## config.mk

```make
export PLATFORM = sky130hd
export DESIGN_NAME = timer_dev_flat
export DESIGN_NICKNAME = d
export VERILOG_FILES = /design/src/rtl/timer_dev_if.sv /design/src/rtl/timer_dev.sv /design/src/flat_wrapper.sv
export SDC_FILE = /design/constraint.sdc
export NUM_CORES = 1
export LEC_CHECK = 0
export BUFFER_PORTS_ARGS = -buffer_cell sky130_fd_sc_hd__buf_4
export CAP_MARGIN = 20
export CORE_MARGIN = 3
export CORE_UTILIZATION = 54
export CTS_CLUSTER_SIZE = 12
export DETAILED_ROUTE_END_ITERATION = 6
export PLACE_DENSITY = 0.8
export SLEW_MARGIN = 20
export SYNTH_ARGS = -nofsm -noshare
export SYNTH_HDL_FRONTEND = slang
export SYNTH_SLANG_ARGS = --single-unit
```

## constraint.sdc

```tcl
create_clock -name clk -period 2.55 [get_ports clk]
set_input_delay 0.1275 -clock clk [delete_from_list [all_inputs] [get_ports clk]]
set_output_delay 0.1275 -clock clk [all_outputs]
set_load 0.03 [all_outputs]
```

## src/rtl/timer_dev_if.sv

```systemverilog
// rtl/timer_dev_if.sv - word-addressed register bus between the system bridge and timer_dev
interface timer_dev_if;
  logic [29:0] addr;
  logic        we;
  logic [31:0] wdata;
  logic [31:0] rdata;
  logic        irq;

  modport master (
    output addr,
    output we,
    output wdata,
    input  rdata,
    input  irq
  );

  modport slave (
    input  addr,
    input  we,
    input  wdata,
    output rdata,
    output irq
  );
endinterface

```

## src/rtl/timer_dev.sv

```systemverilog
// rtl/timer_dev.sv - memory-mapped down-counting timer with one-shot and auto-reload modes
// Registers: CTRL (EN, MODE, IM), PRESET, COUNT (read-only); irq = IM & irq_flag.
module timer_dev #(
  parameter int CNT_W = 32
) (
  input  logic        clk,
  input  logic        reset,
  timer_dev_if.slave  bus
);

  typedef enum logic [1:0] {
    ST_IDLE = 2'd0,
    ST_LOAD = 2'd1,
    ST_CNT  = 2'd2,
    ST_INT  = 2'd3
  } state_t;

  localparam logic [1:0] OFF_CTRL   = 2'd0;
  localparam logic [1:0] OFF_PRESET = 2'd1;
  localparam logic [1:0] OFF_COUNT  = 2'd2;
  localparam logic [1:0] MODE_RELOAD = 2'd1;

  state_t             state_q, state_d;
  logic               en_q, en_d;
  logic [1:0]         mode_q, mode_d;
  logic               im_q, im_d;
  logic [CNT_W-1:0]   preset_q, preset_d;
  logic [CNT_W-1:0]   count_q, count_d;
  logic               irq_flag_q, irq_flag_d;

  logic               wr_ctrl;
  logic               wr_preset;
  logic               flag_set;
  logic               flag_drop;
  logic               en_drop;
  logic [31:0]        rdata_c;
  logic               unused_bits;

  assign wr_ctrl   = bus.we && (bus.addr[1:0] == OFF_CTRL);
  assign wr_preset = bus.we && (bus.addr[1:0] == OFF_PRESET);

  // Only the word offset is decoded; the bridge already matched the base.
  assign unused_bits = ^{bus.addr[29:2], bus.wdata};

  always_ff @(posedge clk) begin
    if (reset) begin
      state_q    <= ST_IDLE;
      en_q       <= 1'b0;
      mode_q     <= 2'd0;
      im_q       <= 1'b0;
      preset_q   <= '0;
      count_q    <= '0;
      irq_flag_q <= 1'b0;
    end else begin
      state_q    <= state_d;
      en_q       <= en_d;
      mode_q     <= mode_d;
      im_q       <= im_d;
      preset_q   <= preset_d;
      count_q    <= count_d;
      irq_flag_q <= irq_flag_d;
    end
  end

  always_comb begin
    state_d    = state_q;
    en_d       = en_q;
    mode_d     = mode_q;
    im_d       = im_q;
    preset_d   = preset_q;
    count_d    = count_q;
    irq_flag_d = irq_flag_q;
    flag_set   = 1'b0;
    flag_drop  = 1'b0;
    en_drop    = 1'b0;

    case (state_q)
      ST_IDLE: begin
        if (en_q) begin
          state_d = ST_LOAD;
        end
      end
      ST_LOAD: begin
        count_d = preset_q;
        state_d = ST_CNT;
      end
      ST_CNT: begin
        // The count stops at zero; expiry is taken from 1 (or a zero preset).
        if (!en_q) begin
          state_d = ST_IDLE;
        end else if (count_q > CNT_W'(1)) begin
          count_d = count_q - CNT_W'(1);
        end else begin
          count_d  = '0;
          flag_set = 1'b1;
          state_d  = ST_INT;
        end
      end
      ST_INT: begin
        // Reserved modes 2/3 fall into the one-shot branch.
        if (mode_q == MODE_RELOAD) begin
          flag_drop = 1'b1;
          state_d   = ST_LOAD;
        end else begin
          en_drop = 1'b1;
          state_d = ST_IDLE;
        end
      end
      default: begin
        state_d = ST_IDLE;
      end
    endcase

    if (en_drop) begin
      en_d = 1'b0;
    end

    // A CPU write to CTRL lands after the FSM so its value wins.
    if (wr_ctrl) begin
      en_d   = bus.wdata[0];
      mode_d = bus.wdata[2:1];
      im_d   = bus.wdata[3];
    end

    if (wr_preset) begin
      preset_d = bus.wdata[CNT_W-1:0];
    end

    if (flag_drop || wr_ctrl || wr_preset) begin
      irq_flag_d = 1'b0;
    end
    if (flag_set) begin
      irq_flag_d = 1'b1;
    end
  end

  always_comb begin
    rdata_c = '0;
    case (bus.addr[1:0])
      OFF_CTRL:   rdata_c[3:0]       = {im_q, mode_q, en_q};
      OFF_PRESET: rdata_c[CNT_W-1:0] = preset_q;
      OFF_COUNT:  rdata_c[CNT_W-1:0] = count_q;
      default:    rdata_c            = '0;
    endcase
  end

  assign bus.rdata = rdata_c;
  assign bus.irq   = im_q & irq_flag_q;

endmodule
```

## src/flat_wrapper.sv

```systemverilog
// flat-port wrapper written by rule: the top's interface ports become plain ports
module timer_dev_flat 
#(
  parameter int CNT_W = 32
)
  (clk, reset, bus_addr, bus_we, bus_wdata, bus_rdata, bus_irq);
  timer_dev_if bus_i ();
  input  logic clk;
  input  logic reset;
  input wire logic [$bits(bus_i.addr)-1:0] bus_addr;
  input wire logic [$bits(bus_i.we)-1:0] bus_we;
  input wire logic [$bits(bus_i.wdata)-1:0] bus_wdata;
  output wire logic [$bits(bus_i.rdata)-1:0] bus_rdata;
  output wire logic [$bits(bus_i.irq)-1:0] bus_irq;
  assign bus_i.addr = bus_addr;
  assign bus_i.we = bus_we;
  assign bus_i.wdata = bus_wdata;
  assign bus_rdata = bus_i.rdata;
  assign bus_irq = bus_i.irq;
  timer_dev #(.CNT_W(CNT_W)) u_core (.clk(clk), .reset(reset), .bus(bus_i));
endmodule
```

======== Word-level counts from Yosys, hierarchy flattened ========
Cells that the tools add are included.
operators by class
  reductions and logical operators ........ 11
  bitwise logic cells ..................... 1
  $lt $le $gt $ge ......................... 1
  muxes and demuxes ....................... 21
  eq/ne operators ......................... 9
  $add $sub $neg .......................... 1
operators with widths
  cell                                                            number
  two-way mux 32 bit                                              2
  case mux 32 bit (2 select lines)                                1
  case mux 28 bit (2 select lines)                                1
  greater-than comparator 32 x 1 -> 1 bit, second input constant  1
  subtractor 32 x 1 -> 32 bit, second input constant              1
  two-way mux 1 bit                                               12
  case mux 4 bit (3 select lines)                                 1
  case mux 2 bit (4 select lines)                                 1
  equality test 2 x 1 -> 1 bit, second input constant             3
  equality test 2 bit, second input constant                      3
  two-way mux 2 bit                                               3
  nonzero test 2 bit                                              3
  logical NOT 2 bit                                               2
  != test 2 x 1 -> 1 bit, second input constant                   2
  AND reduction 2 bit                                             2
  != test 3 bit, second input constant                            1
  logical AND 1 bit                                               2
  logical OR 1 bit                                                2
  AND 1 bit                                                       1
storage, ports and cells
  output and inout bits ................... 33
  input port bits ......................... 65
  word-level logic and storage cells ...... 51
  register bits ........................... 71

======== Logic depth before layout (Yosys ltp) ========
Gate-level depths: netlist of the first run.
  depth in word-level cells ............... 7
  gate-level depth with buffers ........... 9
  depth with buffers taken out ............ 8

======== Least setup slack after synthesis of the first run ========
Ideal clock, no wire load.
  kind .................................... flip-flop to flip-flop
  start ................................... register u_core.count_q[23]
  end ..................................... register u_core.count_q[22]
  stages on the path, launching flop included .. 8
  data arrival time ....................... 2.134 ns
  setup time .............................. 0.134 ns
  data required time ...................... 2.416 ns
  buffers on the path ..................... 1
  slack ................................... 0.282 ns
  period minus slack after synthesis ...... 2.268 ns
  cell sequence ........................... dfxtp_1 > or4_4 > or4b_4 > nor4_4 > nor3b_2 > buf_6 > o31ai_2 > a211oi_1
between the ends
  cells in the longest elaborated chain, start to end .. 4
RTL lines
  element                                  RTL line         source
  start: declaration                       timer_dev.sv:28  logic [CNT_W-1:0] count_q, count_d;
  start signal: assignment                 timer_dev.sv:60  count_q <= count_d;
  greater-than comparator 32 x 1 -> 1 bit  timer_dev.sv:91  end else if (count_q > CNT_W'(1)) begin
  two-way mux 32 bit                       timer_dev.sv:91
  two-way mux 32 bit                       timer_dev.sv:89  if (!en_q) begin
  case mux 32 bit (2 select lines)         timer_dev.sv:77  case (state_q)
Every way passes these cells. The select of a mux whose other input is x is not followed.
A chain may end at the register's enable or synchronous reset.

======== Final worst setup path of the first run ========
  start ................................... register u_core.count_q[19]
  end ..................................... register u_core.count_q[19]
between the ends
  cells in the longest elaborated chain, start to end .. 4
  elaborated cells on any way between the ends .. 5
  those cells by class .................... add/sub (1); order compare (1); mux (3)
RTL lines
  element                                                                                 RTL line
  subtractor 32 x 1 -> 32 bit or greater-than comparator 32 x 1 -> 1 bit (tied branches)  timer_dev.sv:92, timer_dev.sv:91
  two-way mux 32 bit (*)                                                                  timer_dev.sv:91
  two-way mux 32 bit (*)                                                                  timer_dev.sv:89
  case mux 32 bit (2 select lines) (*)                                                    timer_dev.sv:77
Mark *: on every way between the ends. The rest lies on a longest branch, timed or not. The select of a mux whose other input is x is not followed.

==> results of run 1 <==
## logic make-up after synthesis
kind of cell / after synthesis / synth area share, %
xor+xnor: 8 / 1.73
fa+ha+maj: 6 / 1.85
compound gates: 170 / 26.3
flops: 71 / 35.0
mux: 3 / 0.740
buf+inv: 48 / 4.81
simple gates: 242 / 29.6
## power by group
group	leakage [nW]	internal, mW	total (mW)	switching, mW
Combinational	1.15	0.207	0.477	0.270
Clock	0.0940	0.464	0.886	0.422
Sequential	0.575	1.14	1.17	0.0313
Total	1.82	1.81	2.53	0.723
## how the worst max path moves through the flow
stage | end | slack (ps) | cells past startpoint
finish | u_core.count_q[19] | 80 | 7
global route | u_core.count_q[29] | 20 | 8
CTS | u_core.count_q[30] | 100 | 7
detailed placement | u_core.count_q[14] | 110 | 7
global placement | u_core.count_q[14] | 170 | 7
floorplan | u_core.count_q[22] | 280 | 7
## repair_timing
item | in CTS | in global routing
endpoints found under the hold margin | 0 | 0
gates resized for setup | 0 | 4
buffers inserted | 0 | 1
endpoints found under the setup margin | 0 | 2
## metal layers
metal,up-vias,global-route usage [%]
met4,0,11.5
li1,2086,-
met3,23,5.12
met1,1991,35.9
met2,193,44.7
met5,-,0
## Yosys cell counts (2+ instances only)
| cell | count |
|---|---|
| or2_2 | 3 |
| buf_1 | 2 |
| xnor2_1 | 6 |
| o31ai_1 | 2 |
| xor2_1 | 2 |
| nor2_1 | 26 |
| a22oi_1 | 28 |
| a211oi_1 | 21 |
| clkbuf_1 | 37 |
| o22ai_1 | 4 |
| a21oi_1 | 61 |
| nor3_1 | 8 |
| or3_1 | 3 |
| o21ai_1 | 2 |
| inv_1 | 7 |
| o21ai_0 | 29 |
| nor4_1 | 5 |
| a222oi_1 | 4 |
| a221oi_1 | 5 |
| buf_6 | 2 |
| nand3_1 | 16 |
| and3_1 | 5 |
| and2_1 | 4 |
| a31oi_1 | 3 |
| o21ai_2 | 2 |
| dfxtp_1 | 71 |
| nand2_1 | 113 |
| nor2b_1 | 31 |
| ha_1 | 6 |
| nand2b_1 | 8 |
| mux2i_1 | 3 |
| or4_1 | 6 |
| o22a_1 | 2 |
| nand4_1 | 4 |
## registers in the layout, indices dropped and copies added, names as in the netlist
| signal | cells |
|---|---|
| u_core.irq_flag_q | 1 |
| u_core.state_q | 2 |
| u_core.en_q | 1 |
| u_core.count_q | 32 |
| u_core.preset_q | 32 |
| u_core.mode_q | 2 |
| u_core.im_q | 1 |
## critical path, stage by stage, from the launching register on
cell      delay (ps)
dfxtp_1          370
or4_4            540
or4_4            500
nor4_4           350
buf_4            180
nand2b_1         170
or4_1            140
a31oi_1           70
## stage by stage
step / utilization (%) / setup slack (ps)
6_report: 69.7 / 78.0
3_5_place_dp: 66.7 / 112
2_1_floorplan: - / 282
3_3_place_gp: 66.7 / 169
4_1_cts: 69.3 / 96.4
5_1_grt: 69.7 / 20.1
## final cells by class
type / instances / area [um^2]
well taps: 96 / 120
repair buffers: 92 / 707
flip-flops and latches: 71 / 1420
fillers: 632 / 2140
inverters: 7 / 26.3
multi-input cells: 429 / 2460
clock inverters: 4 / 47.5
clock buffers: 10 / 138
==> impl_results.md, run 1 <==
- Worst-Margin Slew: 833 ps
- Most frequent cells in the layout: nand2_1, buf_4, dfxtp_1
- Most common cell after layout, fill and taps aside: nand2_1
- Dpl cells: roughly 690
- Max Fclk: 405 MHz
- Crit path DAT: 2680 ps
- CTS Root Cell: clkbuf_8
- DIE WIDTH: a little over 90 um
- Synthesized area: between 4000 and 5000 um^2
- Layout Cells excl Fill: about 710
- Outcome: complete, but fails checks
- WL met3: 939 um
- Period utilization: a little over nine tenths
- First-pass GRT wire length: 19300 um
- Synth area leader: dfxtp_1
- Clk_skew: 8.34 ps
- Post-route ant nets: 0
- Clock Latency Late Sink: around 350 ps
- Flop2flop setup slack: approximately 78 ps
- Top cells by area, synth: dfxtp_1, nand2_1, a21oi_1
- Final Max Slew Viols: 0
- Core Area: ~7000 um^2
- Die area: 8600 um^2
- Layout area overhead: 21.2%
- I/O Buffers: between 60 and 70
- Syn_nets: approximately 620
- Failing checks: DRC
- Number of synthesis warnings: 0
- Gr ovfl total: 0
- Number of synthesized flops with an enable pin: 0
- Worst setup EP type: flip-flop
- Synth top area share: approximately a third
- Post-synthesis cell count: 548
- Synth Flop Type: dfxtp_1
- Max FO, Critical Path: 6
- CTS tree: done
- Slew Limit Headroom: around 44%
- Via/cell ratio: about 6.1
- Sequential fraction of the synthesis area: between 30% and 40%
- Critical Path Source: u_core.count_q[19]
- Max Used Layer: met4
- Reg-to-reg critical path endpoint: u_core.count_q[19]
- Antenna diodes: 0
- Clk buf depth: 2
- Per-cell routed wire length: ~16 um
- Drt pass-1 iters: 7
- R2r startpoint: u_core.count_q[19]
- CTS Buf Count: 9
- Layout cell share with drive strength beyond 1: approximately 20%
- Leak: roughly 1.8 nW
- Drt drc: 1
- TNS Setup: 0 ps
- Nets: between 600 and 700
- Crit Path Class: reg2reg
- Placement Rows: 30
- Ys async rst share: 0%
- DRT Wirelength: 11700 um
- # IOs: between 90 and 100
- Vias in the first global route: just over 4000
- RSZ-0062 raised after global routing: no
- Via count: between 4000 and 5000
- Synthesized area per cell: 7.41 um^2
- Initial DRC Count: approximately 410
- Hold Slack: 15.7 ps
- Tot GR Track Use: approximately 27%
- Peak VDD IR: roughly 0.34 mV
- DP Area: 4710 um^2
- Final hold viol count: 0
- Pwr per Cell Area: a little over 500 nW/um^2
- Clock Sink Count: 71
- Cells on worst reg2reg path: 7
- H-tree level count: 3
- Die height: 92.7 um
- Post-route minimum period: between 2000 and 2500 ps
- Initial antenna violation count: 0
- Met1 WL: approximately 5000 um
- GP Congestion: 0.937
- Tot Pwr: between 2 and 3 mW
- Worst Hold End: u_core.preset_q[12]
- Crit path launch type: flip-flop
- Design Area, Final: between 4000 and 5000 um^2
- # Max-Cap Violations: 0
- Final setup vio count: 0
- Routed met2 length: about 5600 um
- Yosys reg bits: roughly 70
- Post-DP HPWL: between 7000 and 8000 um
- CP Data Required Time: 2760 ps
- Library cells used by synthesis: 51
- Min-delay src: bus_wdata[12]
- HP Class: in2reg
- Hold_buf cts: 0
- Worst-path clk slew: about 70 ps
- Initial Util: a little under three fifths
- Largest net degree at the start of global routing: between 70 and 80
- Hold Path Stages: 3
Power figures use the tool's default switching activity.
==> inputs of run 2 (changes only) <==
- SETUP_SLACK_MARGIN: not set -> 0.4
==> run 2 against run 1 <==
Against the previous run:
- the run now ends clean
- setup slack improved by 96 ps
- sequential power about the same
- clock power decreased by 4.4%
- wire length decreased by 0.38%
- combinational power increased by 2%
- hold slack improved by 13 ps
- final cell count increased by 0.42%
- core utilization increased by 0.48 points
- flip-flop and latch count unchanged
- critical path type unchanged
- critical endpoint is now u_core.count_q[23]
==> impl_results.md, run 2 (same netlist as run 1, synthesis figures left out) <==
- Via/cell ratio: 6.18 (+2.1%)
- CTS Buf Count: 9 (unchanged)
- Vias in the first global route: 4143 (+2.2%)
- Initial Util: 57.5% (unchanged)
- Layout area overhead: 22.0%
- Logic pwr share: 19.4% (+0.5 points)
- Period utilization: 93.2% (-3.8 points)
- Via count: 4403 (+2.6%)
- Die area: 8600 um^2 (unchanged)
- Pint: 1.80 mW (-0.31%)
- DIE WIDTH: 92.7 um (unchanged)
- Worst setup EP type: flip-flop
- Critical path cell sequence: or4_4 > or4_4 > nor4_4 > buf_4 > nor3b_4 > buf_4 > o21ai_2 > a211oi_1
- Flop2flop setup slack: 170 ps (+100 ps)
- First-pass GRT wire length: 19200 um (-0.21%)
- Final setup vio count: 0 (unchanged)
- R2r startpoint: u_core.count_q[21]
- Drt pass-1 iters: 5 (-2)
- Hold Path Stages: 3 (unchanged)
- Initial DRC Count: 447 (+9.8%)
- Largest regs: u_core.count_q x32, u_core.preset_q x32
- TNS Setup: 0 ps (unchanged)
- Sequential cell fraction of total power: 46.7% (+0.6 points)
- Clock Latency Late Sink: 340 ps (about the same)
- Leak: 1.84 nW (+1.1%)
- Gr ovfl total: 0 (unchanged)
- Post-route ant nets: 0 (unchanged)
- Per-cell routed wire length: 16.3 um (-0.80%)
- Layout Cells excl Fill: 712 (+0.42%)
- Sw Share: 27.9% (-0.65 points)
- Max Fclk: 421 MHz (+4.1%)
- Tot GR Track Use: 27.3% (-0.21 points)
- H-tree level count: 3 (unchanged)
- Crit path launch type: flip-flop
- Core Area: 7060 um^2 (unchanged)
- Most common cell after layout, fill and taps aside: nand2_1
- CTS tree: done
- Worst Hold End: u_core.preset_q[12]
- Outcome: finished clean
- Clk network pwr share: 33.9% (-1.1 points)
- Antenna diodes: 0 (unchanged)
- Nets: 684 (+0.44%)
- CP delay by family, top: simple AND/OR/NAND/NOR gates
- Largest net degree at the start of global routing: 72 (unchanged)
- Post-route minimum period: 2380 ps (-96.4 ps)
- Worst-Margin Slew: 791 ps (-42.3 ps)
- Layout cell share with drive strength beyond 1: 21.3% (+1.7 points)
- CTS Root Cell: clkbuf_8
- CP Data Required Time: 2730 ps (-30 ps)
- HP Class: in2reg
- Crit path buf inv count: 2 (+1)
- I/O Buffers: 69 (unchanged)
- Final Max Slew Viols: 0 (unchanged)
- Drt drc: 0 (-1)
- RSZ-0062 raised after global routing: yes
- Clk_skew: 6.62 ps (-1.72 ps)
- Initial antenna violation count: 0 (unchanged)
- GP Congestion: 0.920 (-1.8%)
- Crit path DAT: 2560 ps (-120 ps)
- Cells on worst reg2reg path: 8 (+1)
- Final hold viol count: 0 (unchanged)
- Slew Limit Headroom: 47.3% (+2.8 points)
- Slowest stage cell, crit path: or4_4
- Reg-to-reg critical path endpoint: u_core.count_q[23]
- Clk buf depth: 2 (unchanged)
- Post-DP HPWL: 7500 um (-1.9%)
- Placement Rows: 30 (unchanged)
- Die height: 92.7 um (unchanged)
- CP max stage delay: 580 ps (+40 ps)
- Dpl cells: 688 (-0.86%)
- Worst-path clk slew: 70 ps (about the same)
- Min-delay src: bus_wdata[12]
- # Max-Cap Violations: 0 (unchanged)
- Pwr per Cell Area: 505 nW/um^2 (-1.9%)
- Crit Path Class: reg2reg
- Max FO, Critical Path: 6 (unchanged)
- Clock Sink Count: 71 (unchanged)
- Most frequent cells in the layout: nand2_1, buf_4, dfxtp_1
- # IOs: 98 (unchanged)
- DRT Wirelength: 11600 um (-0.38%)
- Peak VDD IR: 0.271 mV (-21%)
- Sw Pwr: 0.698 mW (-3.5%)
run 2: worst min-delay path, delay by kind of cell:
kind | cells | cell delay [ps]
and+or+nand+nor | 1 | 40
AOI/OAI and AO/OA | 1 | 50
buffers and inverters | 1 | 100
run 2: cell type report:
type | count | area (um^2)
Inverter | 7 | 26.3
Sequential cell | 71 | 1430
Tap cell | 96 | 120
Multi-Input combinational cell | 429 | 2480
Timing Repair Buffer | 95 | 714
Clock buffer | 14 | 183
Fill cell | 622 | 2100
run 2: what timing repair did:
action,4_1_cts,5_1_grt
pin swaps,10,1
resized for setup,6,6
setup buffers,5,3
hold buffers,0,0
cloned,2,0
endpoints found under the setup margin,33,34
run 2: how the worst max path moves through the flow:
| stage | start | end | slack, ps | cells after the start |
|---|---|---|---|---|
| finish | u_core.count_q[21] | u_core.count_q[23] | 170 | 8 |
| global route | u_core.count_q[21] | u_core.count_q[22] | 130 | 8 |
| CTS | u_core.count_q[26] | u_core.state_q[0] | 200 | 8 |
| detailed placement | u_core.count_q[19] | u_core.count_q[14] | 130 | 7 |
| global placement | u_core.count_q[21] | u_core.count_q[14] | 160 | 7 |
| floorplan | u_core.count_q[21] | u_core.count_q[22] | 350 | 7 |
run 2: routing by layer:
metal | part of all wire, % | up-vias | wire [um] | global-route usage [%]
met5 | 0 | - | 0 | 0
li1 | - | 2093 | - | -
met3 | 7.5 | 23 | 869 | 4.06
met4 | 1.5 | 0 | 170 | 12.1
met1 | 43 | 2068 | 4990 | 36.2
met2 | 48 | 219 | 5590 | 44.0
run 2: metrics by stage:
stage	total power, mW	cell area [um^2]	utilization [%]	setup WS, ps	hold slack [ps]
floorplan	1.49	4070	-	354	263
global placement	1.63	4660	66.0	163	374
detailed placement	1.63	4660	66.0	130	384
CTS	2.49	4920	69.7	197	23.2
global route	2.61	4950	70.2	128	23.5
finish	2.50	4950	70.2	174	29.0
run 2: power by group through the flow:
stage	combinational, mW	sequential (mW)	clock (mW)
floorplan	0.310	1.18	0
global placement	0.434	1.19	0
detailed placement	0.440	1.19	0
CTS	0.467	1.17	0.857
global route	0.531	1.17	0.910
finish	0.486	1.17	0.847
